**src/rtl/feedback_drivers.sv**
```systemverilog
// Turns one-cycle event pulses from the pet core into timed buzzer beep patterns
// and active-low status LEDs, plus an independent blink for the critical state.
module feedback_drivers #(
  parameter int TONE_HALF  = 25000,
  parameter int BEEP_CYC   = 5000000,
  parameter int GAP_CYC    = 5000000,
  parameter int BLINK_HALF = 12500000
) (
  input  logic       clk,
  input  logic       rst,
  input  logic       ev_feed,
  input  logic       ev_heal,
  input  logic       ev_alarm,
  input  logic       alarm_hold,
  input  logic       mute,
  output logic       buzzer,
  output logic [3:0] led_n,
  output logic       busy
);

  localparam int DMAX = (BEEP_CYC > GAP_CYC) ? BEEP_CYC : GAP_CYC;
  localparam int TW   = (TONE_HALF > 1)  ? $clog2(TONE_HALF)  : 1;
  localparam int DW   = (DMAX > 1)       ? $clog2(DMAX)       : 1;
  localparam int BW   = (BLINK_HALF > 1) ? $clog2(BLINK_HALF) : 1;

  localparam logic [TW-1:0] TONE_LAST  = TW'(TONE_HALF - 1);
  localparam logic [DW-1:0] BEEP_LAST  = DW'(BEEP_CYC - 1);
  localparam logic [DW-1:0] GAP_LAST   = DW'(GAP_CYC - 1);
  localparam logic [BW-1:0] BLINK_LAST = BW'(BLINK_HALF - 1);

  typedef enum logic [1:0] {S_IDLE, S_BEEP, S_GAP} state_t;

  state_t          r_state;
  logic [2:0]      r_pend;       // {alarm, heal, feed}
  logic [2:0]      r_type;       // one-hot type of the pattern playing, 0 when idle
  logic [1:0]      r_beeps;
  logic [DW-1:0]   r_dur;
  logic [TW-1:0]   r_tone;
  logic            r_tone_lvl;
  logic            r_buzz;
  logic            r_busy;
  logic [BW-1:0]   r_blink_cnt;
  logic            r_blink_led;
  logic            r_blink_on;

  logic [2:0] w_ev;
  logic [2:0] w_cand;
  logic [2:0] w_sel;
  logic [2:0] w_clr;
  logic [1:0] w_nbeeps;
  logic       w_beep_end;
  logic       w_gap_end;
  logic       w_launch;

  assign w_ev       = {ev_alarm, ev_heal, ev_feed};
  assign w_cand     = r_pend | w_ev;
  assign w_beep_end = (r_state == S_BEEP) && (r_dur == BEEP_LAST);
  assign w_gap_end  = (r_state == S_GAP)  && (r_dur == GAP_LAST);
  assign w_launch   = (|w_cand) && ((r_state == S_IDLE) || (w_gap_end && r_beeps == 2'd0));
  assign w_clr      = w_sel & {3{w_launch}};

  // NOTE: every variable driven here gets a default first so no latch is inferred.
  always_comb begin
    w_sel    = 3'b000;
    w_nbeeps = 2'd1;
    if (w_cand[2]) begin
      w_sel    = 3'b100;
      w_nbeeps = 2'd3;
    end else if (w_cand[1]) begin
      w_sel    = 3'b010;
      w_nbeeps = 2'd2;
    end else if (w_cand[0]) begin
      w_sel = 3'b001;
    end
  end

  // NOTE: state is updated with non-blocking assignments so all registers see pre-edge values.
  always_ff @(posedge clk) begin
    if (!rst) begin
      r_state    <= S_IDLE;
      r_pend     <= 3'b000;
      r_type     <= 3'b000;
      r_beeps    <= 2'd0;
      r_dur      <= '0;
      r_tone     <= '0;
      r_tone_lvl <= 1'b0;
      r_buzz     <= 1'b0;
      r_busy     <= 1'b0;
    end else begin
      // A pulse that launches its own pattern is consumed; a fresh pulse on an
      // already-pending type survives the clear and replays.
      r_pend <= (r_pend & ~w_clr) | (w_ev & ~(w_clr & ~r_pend));
      if (w_launch) begin
        r_state    <= S_BEEP;
        r_type     <= w_sel;
        r_beeps    <= w_nbeeps;
        r_dur      <= '0;
        r_tone     <= '0;
        r_tone_lvl <= 1'b1;
        r_buzz     <= ~mute;
        r_busy     <= 1'b1;
      end else begin
        case (r_state)
          S_BEEP: begin
            if (w_beep_end) begin
              r_state    <= S_GAP;
              r_beeps    <= r_beeps - 2'd1;
              r_dur      <= '0;
              r_tone     <= '0;
              r_tone_lvl <= 1'b0;
              r_buzz     <= 1'b0;
            end else begin
              r_dur <= r_dur + DW'(1);
              if (r_tone == TONE_LAST) begin
                r_tone     <= '0;
                r_tone_lvl <= ~r_tone_lvl;
                r_buzz     <= ~r_tone_lvl & ~mute;
              end else begin
                r_tone <= r_tone + TW'(1);
                r_buzz <= r_tone_lvl & ~mute;
              end
            end
          end
          S_GAP: begin
            if (w_gap_end && r_beeps != 2'd0) begin
              r_state    <= S_BEEP;
              r_dur      <= '0;
              r_tone     <= '0;
              r_tone_lvl <= 1'b1;
              r_buzz     <= ~mute;
            end else if (w_gap_end) begin
              r_state <= S_IDLE;
              r_type  <= 3'b000;
              r_dur   <= '0;
              r_busy  <= 1'b0;
            end else begin
              r_dur <= r_dur + DW'(1);
            end
          end
          default: begin
            r_state <= S_IDLE;
            r_type  <= 3'b000;
            r_dur   <= '0;
            r_buzz  <= 1'b0;
            r_busy  <= 1'b0;
          end
        endcase
      end
    end
  end

  // Critical blink runs on its own, independent of the pattern player.
  always_ff @(posedge clk) begin
    if (!rst || !alarm_hold) begin
      r_blink_cnt <= '0;
      r_blink_led <= 1'b1;
      r_blink_on  <= 1'b0;
    end else if (!r_blink_on) begin
      r_blink_cnt <= '0;
      r_blink_led <= 1'b0;
      r_blink_on  <= 1'b1;
    end else if (r_blink_cnt == BLINK_LAST) begin
      r_blink_cnt <= '0;
      r_blink_led <= ~r_blink_led;
    end else begin
      r_blink_cnt <= r_blink_cnt + BW'(1);
    end
  end

  assign buzzer = r_buzz;
  assign busy   = r_busy;
  assign led_n  = {r_blink_led, ~r_type};

endmodule

```
**config.mk**
```make
export PLATFORM = sky130hd
export DESIGN_NAME = feedback_drivers
export DESIGN_NICKNAME = d
export VERILOG_FILES = /design/src/rtl/feedback_drivers.sv
export SDC_FILE = /design/constraint.sdc
export NUM_CORES = 1
export LEC_CHECK = 0
export ABC_AREA = 0
export CORE_UTILIZATION = 60
export CTS_CLUSTER_DIAMETER = 100
export DETAILED_ROUTE_END_ITERATION = 10
export PLACE_DENSITY_LB_ADDON = 0.3
export SLEW_MARGIN = 25
export SYNTH_ARGS = -nofsm -noshare
export SYNTH_HDL_FRONTEND = slang
export SYNTH_SLANG_ARGS = --single-unit
```
**constraint.sdc**
```tcl
create_clock -name clk -period 2.78 [get_ports clk]
set_input_delay 0.556 -clock clk [delete_from_list [all_inputs] [get_ports clk]]
set_output_delay 0.556 -clock clk [all_outputs]
set_load 0.03 [all_outputs]
```
==> results_dict.tcl, run 1 <==
set metrics [dict create \
    overflow 0 \
    setup_violations 0 \
    die_w_um 80.5 \
    synth_ff_type "dfxtp_1" \
    startpoint_type "register" \
    p_int_mw 1.58 \
    synth_cells 431 \
    placedCellCount 511 \
    syn-cell-area_mm2 0.00370 \
    met3WireLength_um 257 \
    nFillCells 480 \
    dieArea_mm2 0.00649 \
    final_common_cell "nor2_1" \
    fin_setup_tns_ps 0 \
    power.density_mw_per_mm2 508 \
    cts_root_buffer "clkbuf_8" \
    coreArea_mm2 0.00592 \
    power_leakage_nw 1.29 \
    fmax_mhz 436 \
    p_sw_share_pct 23.7 \
    portBuffers 12 \
    antenna_found_initial 0 \
    path_clk_slew_ps 70 \
    wirelength_um 6710 \
    grt_max_degree 24 \
    grt_usage_pct 22.9 \
    initial_utilization_pct 62.5 \
    syn_nets 445 \
    drc 0 \
    worst_hold_slack_ps 453 \
    path_class "reg2reg" \
    drt-met1-wl_um 3120 \
    insertedDiodeCount 0 \
    post-route-period-util_pct 82.5 \
    whs_path_depth 2 \
    clkPwrFrac_pct 37.5 \
    p_comb_share_pct 7.6 \
    grt_setup_unrepaired "no" \
    multiInputGateArea_mm2 0.00204 \
    nets 461 \
    hp-class "reg2reg" \
    reg2reg_depth 6 \
    ctsHoldBuffers 0 \
    ctsResizeCount 0 \
    vias 2912 \
    ys_types 65 \
    min_period_ps 2290 \
    cts_setup_buffers 0 \
    place_area_mm2 0.00388 \
    numCtsBuffers 9 \
    worstMarginPinSlew_ps 447 \
    endpoint_kind "register" \
    grt_pass1_wl_um 11500 \
    viasPerCell 5.54 \
    htree_levels 3 \
    outcome "finished, final reports clean" \
    fin_skew_ps 9.25 \
    clock_sinks 77 \
    layoutNonFillerInstCount 526 \
    final_area_mm2 0.00406 \
    final-hold-violation-count 0 \
    fp-row-count 28 \
    power_frac_seq_pct 54.9 \
    slew_headroom_pct 70.2 \
    cap_viol_max_count 0 \
    place_congestion 0.813 \
    place_hpwl_um 4760 \
    post_drt_wl_per_cell_um 12.8 \
    vdd_drop_max_v 0.000412 \
    top_layer "met4" \
    die_height_um 80.5 \
    synth_edf_count 0 \
    worstPathArrival_ps 2530 \
    power.switching_uw 489 \
    required_ps 3010 \
    area_growth_pct 9.80 \
    met2_length_um 3270 \
    cts_tree "yes" \
    grt_pass1_vias 2726 \
    ys_warn_count 0 \
    clockBufferDepth 2 \
    ant_nets 0 \
    drv_slew 0 \
    drt-initial-drc-count 128 \
    crit_fanout 9 \
    first_pass_iters 4 \
    yosysSeqAreaShare_pct 41.6 \
    synth-seq-cells 77 \
    final_cell_mix "nor2_1, dfxtp_1, nand2_1, xnor2_1, xor2_1" \
    num_io_pins 13 \
    avgSynthCellArea_um2 8.59 \
    clock_latency_ps 340 \
    regArea_mm2 0.00154 \
    drive_gt1_share_pct 9.31 \
    async_reset_ff_share_pct 0 \
]
-- critical path: stages, from the launching register on --
cell	delay (ps)
dfxtp_1	360
or4_4	560
nor3_4	300
nand4_2	290
o31ai_1	280
a21oi_1	160
a22o_1	250
-- sequential cells by signal, indices dropped and copies added (netlist names) --
register / flops
r_tone: 15
r_dur: 23
r_type: 3
r_tone_lvl: 1
r_pend: 3
r_blink_led: 1
r_blink_on: 1
busy: 1
r_beeps: 2
buzzer: 1
r_state: 2
r_blink_cnt: 24
-- per-stage QoR --
| stage | power [mW] | utilization [%] | setup WS (ps) |
|---|---|---|---|
| floorplan | 1.27 | - | 683 |
| CTS | 2.08 | 68.6 | 489 |
| global route | 2.15 | 68.6 | 348 |
| detailed placement | 1.31 | 65.5 | 377 |
| finish | 2.07 | 68.6 | 486 |
| global placement | 1.31 | 65.5 | 457 |
-- worst paths after layout --
| check | start | to | slack (ps) |
|---|---|---|---|
| max | r_dur[12] | r_type[1] | 490 |
| max reg2reg | r_dur[12] | r_type[1] | 490 |
| min reg2reg | r_blink_on | r_blink_led | 450 |
| min | r_blink_on | r_blink_led | 450 |
-- power groups by stage --
stage	sequential, mW	clock [mW]	combinational, mW
5_1_grt	1.14	0.841	0.172
6_report	1.13	0.774	0.158
3_3_place_gp	1.16	0	0.152
3_5_place_dp	1.16	0	0.155
4_1_cts	1.13	0.796	0.156
2_1_floorplan	1.16	0	0.108
-- area by class of cell --
| cell class | instances | area share (%) |
|---|---|---|
| multi-input combinational | 328 | 50.1 |
| clock buffer | 12 | 4.06 |
| sequential | 77 | 37.9 |
| timing repair buffer | 16 | 3.69 |
| clock inverter | 3 | 0.493 |
| inverter | 15 | 1.39 |
| tap | 75 | 2.31 |
-- kinds of logic (layout without fill, tap and decap cells) --
| family | Yosys count | count (layout) | share of synthesized area, % |
|---|---|---|---|
| buffers and inverters | 26 | 46 | 3.31 |
| flip-flops | 77 | 77 | 41.6 |
| AND/OR/NAND/NOR | 223 | 223 | 30.4 |
| AO/OA/AOI/OAI | 37 | 37 | 7.64 |
| multiplexers | 1 | 1 | 0.270 |
| adder cells (fa/ha/maj) | 10 | 10 | 3.21 |
| XOR/XNOR | 57 | 57 | 13.5 |
-- routing by layer --
metal / track usage (%) / up-vias
met5: 0 / -
met4: 10.4 / 0
met3: 6.48 / 6
met2: 39.3 / 43
met1: 26.1 / 1355
li1: - / 1508
-- Yosys cell counts, types with 3 or more instances --
cell type,n,area [um2]
nand2_1,38,143
and2_1,8,50.1
xnor2_1,31,272
o21ai_0,7,35.0
nor2_1,85,319
a21oi_1,5,25.0
nor2b_1,3,18.8
ha_1,7,87.6
and4_1,4,35.0
nor4_1,8,50.1
nand4_1,11,68.8
dfxtp_1,77,1540
clkbuf_1,5,18.8
and3_1,5,31.3
nor3_1,8,40.0
xor2_1,26,228
or2_2,4,25.0
nand3_1,25,125
inv_1,15,56.3
No activity file was read; power rests on OpenSTA's default activity.
==> inputs of run 2 (changes only) <==
- clock period: 2.78 -> 2.2 ns (I/O delays scaled with it)
==> run 2 against run 1 <==
Against the previous run:
- combinational power is 41% higher
- largest power group unchanged
- setup slack worse by 400 ps
- highest routed layer unchanged
- flip-flop and latch count is the same
==> results_dict.tcl, run 2 (synthesized netlist as in run 1, its figures left out) <==
set metrics [dict create \
    drc 0 \
    post-route-period-util_pct 96.0 \
    p_sw_share_pct 24.9 \
    area_growth_pct 13.5 \
    cp_cell_sequence "or4_4, nor3_4, a41o_2, nand2_2, maj3_1, and2_1" \
    grt_pass1_vias 2842 \
    required_ps 2440 \
    clkPwrFrac_pct 35.9 \
    largest_reg_flops 24 \
    vias 2993 \
    cp_slowest_cell "or4_4" \
    cap_viol_max_count 0 \
    place_congestion 0.826 \
    critical-path-top-delay-family "simple AND/OR/NAND/NOR gates" \
    die_w_um 80.5 \
    first_pass_iters 4 \
    fin_setup_tns_ps 0 \
    num_io_pins 13 \
    insertedDiodeCount 0 \
    die_height_um 80.5 \
    final-hold-violation-count 0 \
    portBuffers 12 \
    clock_sinks 77 \
    worstPathArrival_ps 2350 \
    fmax_mhz 474 \
    overflow 0 \
    reg_top3 "r_blink_cnt: 24 flops, r_dur: 23 flops, r_tone: 15 flops" \
    power_frac_seq_pct 55.5 \
    place_hpwl_um 4940 \
    final_cell_mix "nor2_1, dfxtp_1, nand2_1, xnor2_1, xor2_1" \
    outcome "finished, final reports clean" \
    power.total_mw 2.58 \
    p_comb_share_pct 8.6 \
    path_buf_inv 0 \
    min_period_ps 2110 \
    worstMarginPinSlew_ps 495 \
    drt-initial-drc-count 139 \
    drv_slew 0 \
    endpoint_kind "register" \
    ctsHoldBuffers 0 \
    dieArea_mm2 0.00649 \
    placedCellCount 521 \
    vdd_drop_max_v 0.000430 \
    grt_usage_pct 23.8 \
    numCtsBuffers 9 \
    power.density_mw_per_mm2 614 \
    clockBufferDepth 2 \
    crit_fanout 4 \
    ant_nets 0 \
    grt_pass1_wl_um 12100 \
    wirelength_um 7070 \
    setup_violations 0 \
    fp-row-count 28 \
    post_drt_wl_per_cell_um 13.2 \
    worst_hold_slack_ps 450 \
    hp-class "reg2reg" \
    power.switching_uw 641 \
    drive_gt1_share_pct 12.6 \
    fin_skew_ps 11.7 \
    nets 472 \
    regMostFlops "r_blink_cnt" \
    grt_max_degree 25 \
    power_leakage_nw 1.36 \
    startpoint_type "register" \
    clock_latency_ps 350 \
    cts_root_buffer "clkbuf_8" \
    final_common_cell "nor2_1" \
    path_class "reg2reg" \
    layoutNonFillerInstCount 536 \
    cts_tree "yes" \
    antenna_found_initial 0 \
    path_clk_slew_ps 80 \
    slew_headroom_pct 67.0 \
    initial_utilization_pct 62.5 \
    viasPerCell 5.58 \
    htree_levels 3 \
    p_int_mw 1.94 \
    fin_util_pct 71.0 \
    coreArea_mm2 0.00592 \
    cpPeakStageDelay_ps 540 \
]
-- run 2: final timing paths --
| path | cells past startpoint | end | startpoint | slack [ps] |
|---|---|---|---|---|
| worst max-delay path | 6 | r_pend[1] | r_dur[12] | 90 |
| worst min-delay path | 2 | r_blink_led | r_blink_on | 450 |
| worst max register to register | 6 | r_pend[1] | r_dur[12] | 90 |
| worst min register to register | 2 | r_blink_led | r_blink_on | 450 |
-- run 2: repair_timing --
action / in CTS / in global routing
setup buffers: 0 / 1
setup endpoints to repair: 0 / 15
hold endpoints to repair: 0 / 0
gates resized for setup: 0 / 8
-- run 2: power groups by stage --
stage | Clock [mW] | Sequential (mW) | Combinational, mW
3_5_place_dp | 0 | 1.46 | 0.212
2_1_floorplan | 0 | 1.47 | 0.137
6_report | 0.926 | 1.43 | 0.222
5_1_grt | 1.02 | 1.43 | 0.240
3_3_place_gp | 0 | 1.46 | 0.207
4_1_cts | 0.947 | 1.43 | 0.214
-- run 2: through the flow --
step	instance area (um2)	setup WS, ps
2_1_floorplan	3700	103
3_3_place_gp	3990	-15.7
3_5_place_dp	3990	-81.1
4_1_cts	4160	4.31
5_1_grt	4200	-9.71
6_report	4200	88.8
-- run 2: area by class of cell --
class | count | area [um2]
clock buffers | 10 | 138
clock inverters | 4 | 26.3
fillers | 468 | 1720
inverters | 15 | 56.3
multi-input cells | 328 | 2080
flip-flops and latches | 77 | 1540
well taps | 75 | 93.8
repair buffers | 27 | 270
-- run 2: metal layers --
| metal | GRT usage, % | up-vias | routed length (um) |
|---|---|---|---|
| li1 | - | 1532 | - |
| met2 | 41.7 | 42 | 3440 |
| met5 | 0 | - | 0 |
| met4 | 8.75 | 0 | 87 |
| met1 | 28.1 | 1412 | 3360 |
| met3 | 5.23 | 7 | 188 |
-- run 2: tightest hold or removal path: cells and delay by family, from the launching register on --
kind | cells | cell delay, ps
flops | 1 | 320
simple gates | 2 | 90
==> inputs of run 3 (changes only) <==
- CORE_MARGIN: default -> 2
- GPL_TIMING_DRIVEN: default -> 1
- RECOVER_POWER: default -> 100
==> run 3 against run 2 <==
Against the previous run:
- worst hold slack got worse by 1.6 ps
- core utilization up 1.1 points
- critical path type unchanged
- via count rose by 1.9%
- wire length rose by 2.9%
- fmax is 0.22% lower
==> results_dict.tcl, run 3 (synthesized netlist as in run 1, its figures left out) <==
set metrics [dict create \
    outcome "finished, final reports clean" \
    worstPathArrival_ps 2360 \
    htree_levels 3 \
    grt_pass1_wl_um 12300 \
    startpoint_type "register" \
    cts_root_buffer "clkbuf_8" \
    min_period_ps 2120 \
    power.density_mw_per_mm2 605 \
    nFillCells 449 \
    dieArea_mm2 0.00681 \
    endpoint_kind "register" \
    grt_pass1_vias 2850 \
    numCtsBuffers 9 \
    reg_top3 "r_blink_cnt: 24 flops, r_dur: 23 flops, r_tone: 15 flops" \
    viasPerCell 5.60 \
    coreArea_mm2 0.00596 \
    die_w_um 82.5 \
    whs_path_depth 2 \
    final-hold-violation-count 0 \
    drive_gt1_share_pct 14.7 \
    setup_violations 0 \
    power_leakage_nw 1.38 \
    drt-initial-drc-count 136 \
    fin_setup_tns_ps 0 \
    ant_nets 0 \
    layoutNonFillerInstCount 545 \
    insertedDiodeCount 0 \
    ctsHoldBuffers 0 \
    post_drt_wl_per_cell_um 13.3 \
    slew_headroom_pct 71.8 \
    place_congestion 0.845 \
    die_height_um 82.5 \
    cts_tree "yes" \
    num_io_pins 13 \
    first_pass_iters 4 \
    grt_usage_pct 23.2 \
    path_class "reg2reg" \
    path_clk_slew_ps 80 \
    vias 3051 \
    drc 0 \
    required_ps 2440 \
    clock_sinks 77 \
    wirelength_um 7280 \
    crit_fanout 7 \
    fin_skew_ps 10.8 \
    regMostFlops "r_blink_cnt" \
    hp-class "reg2reg" \
    final_area_mm2 0.00429 \
    fmax_mhz 473 \
    initial_utilization_pct 62.1 \
    cap_viol_max_count 0 \
    reg2reg_depth 7 \
    portBuffers 12 \
    post-route-period-util_pct 96.2 \
    place_hpwl_um 5150 \
    largest_reg_flops 24 \
    grt_setup_unrepaired "yes" \
    overflow 0 \
    place_area_mm2 0.00404 \
    antenna_found_initial 0 \
    nets 479 \
    drv_slew 0 \
    fp-row-count 28 \
    final_common_cell "nor2_1" \
    area_growth_pct 16.0 \
    worstMarginPinSlew_ps 420 \
    vdd_drop_max_v 0.000402 \
    clock_latency_ps 340 \
    grt_max_degree 25 \
    final_cell_mix "nor2_1, dfxtp_1, nand2_1, xnor2_1, xor2_1" \
    placedCellCount 529 \
    cts_setup_buffers 0 \
    clockBufferDepth 2 \
]
-- run 3: changes by cell type in the layout (fill, tap and decap cells not counted), sizes merged --
cell / change
clkinvlp: +2
buf: +6
clkinv: -1
dlygate4sd3: +6
clkbuf: +2
clkdlybuf4s50: -6
-- run 3: area by class of cell --
type                       instances  area (um2)  area share (%)
multi-input combinational        328        2120            49.3
sequential                        77        1540            35.9
timing repair buffer              34         305            7.11
clock buffer                      11         141            3.29
tap                               75        93.8            2.19
inverter                          15        56.3            1.31
clock inverter                     5        36.3           0.845
-- run 3: path summary, 6_finish.rpt --
path | startpoint | end | slack (ps)
min | r_blink_on | r_blink_led | 450
max reg2reg | r_dur[12] | r_pend[2] | 80
min reg2reg | r_blink_on | r_blink_led | 450
max | r_dur[12] | r_pend[2] | 80
-- run 3: routing by layer --
metal  track usage (%)  routed length (um)  vias up
met1              28.4                3320     1452
li1                  -                   -     1548
met2              39.5                3640       49
met4              7.05                  34        0
met5                 0                   0        -
met3              6.85                 273        2
-- run 3: where the power goes --
| group | switching [mW] | internal [mW] | leakage, nW | total [mW] |
|---|---|---|---|---|
| logic | 0.131 | 0.0935 | 0.679 | 0.224 |
| registers | 0.0168 | 1.42 | 0.624 | 1.43 |
| clock network | 0.498 | 0.440 | 0.0815 | 0.938 |
| total | 0.645 | 1.95 | 1.38 | 2.60 |
-- run 3: repair_timing --
action | CTS | global route
pin swaps | 0 | 1
gates resized for setup | 2 | 16
endpoints found under the hold margin | 0 | 0
setup endpoints to repair | 12 | 19
-- run 3: critical path: stages, from the launching register on --
cell     delay, ps
dfxtp_2        320
or4_4          540
nor3_4         200
buf_6          150
a41o_4         250
nand2_4        100
maj3_2         310
and2_1         150
-- run 3: metrics by stage --
step	hold WS [ps]	worst slack [ps]	power (mW)	util, %
4_1_cts	450	7.34	2.62	70.9
2_1_floorplan	421	103	1.60	-
6_report	448	84.0	2.60	72.1
3_3_place_gp	427	-20.7	1.67	67.8
5_1_grt	460	2.96	2.70	72.1
3_5_place_dp	444	-67.5	1.68	67.8
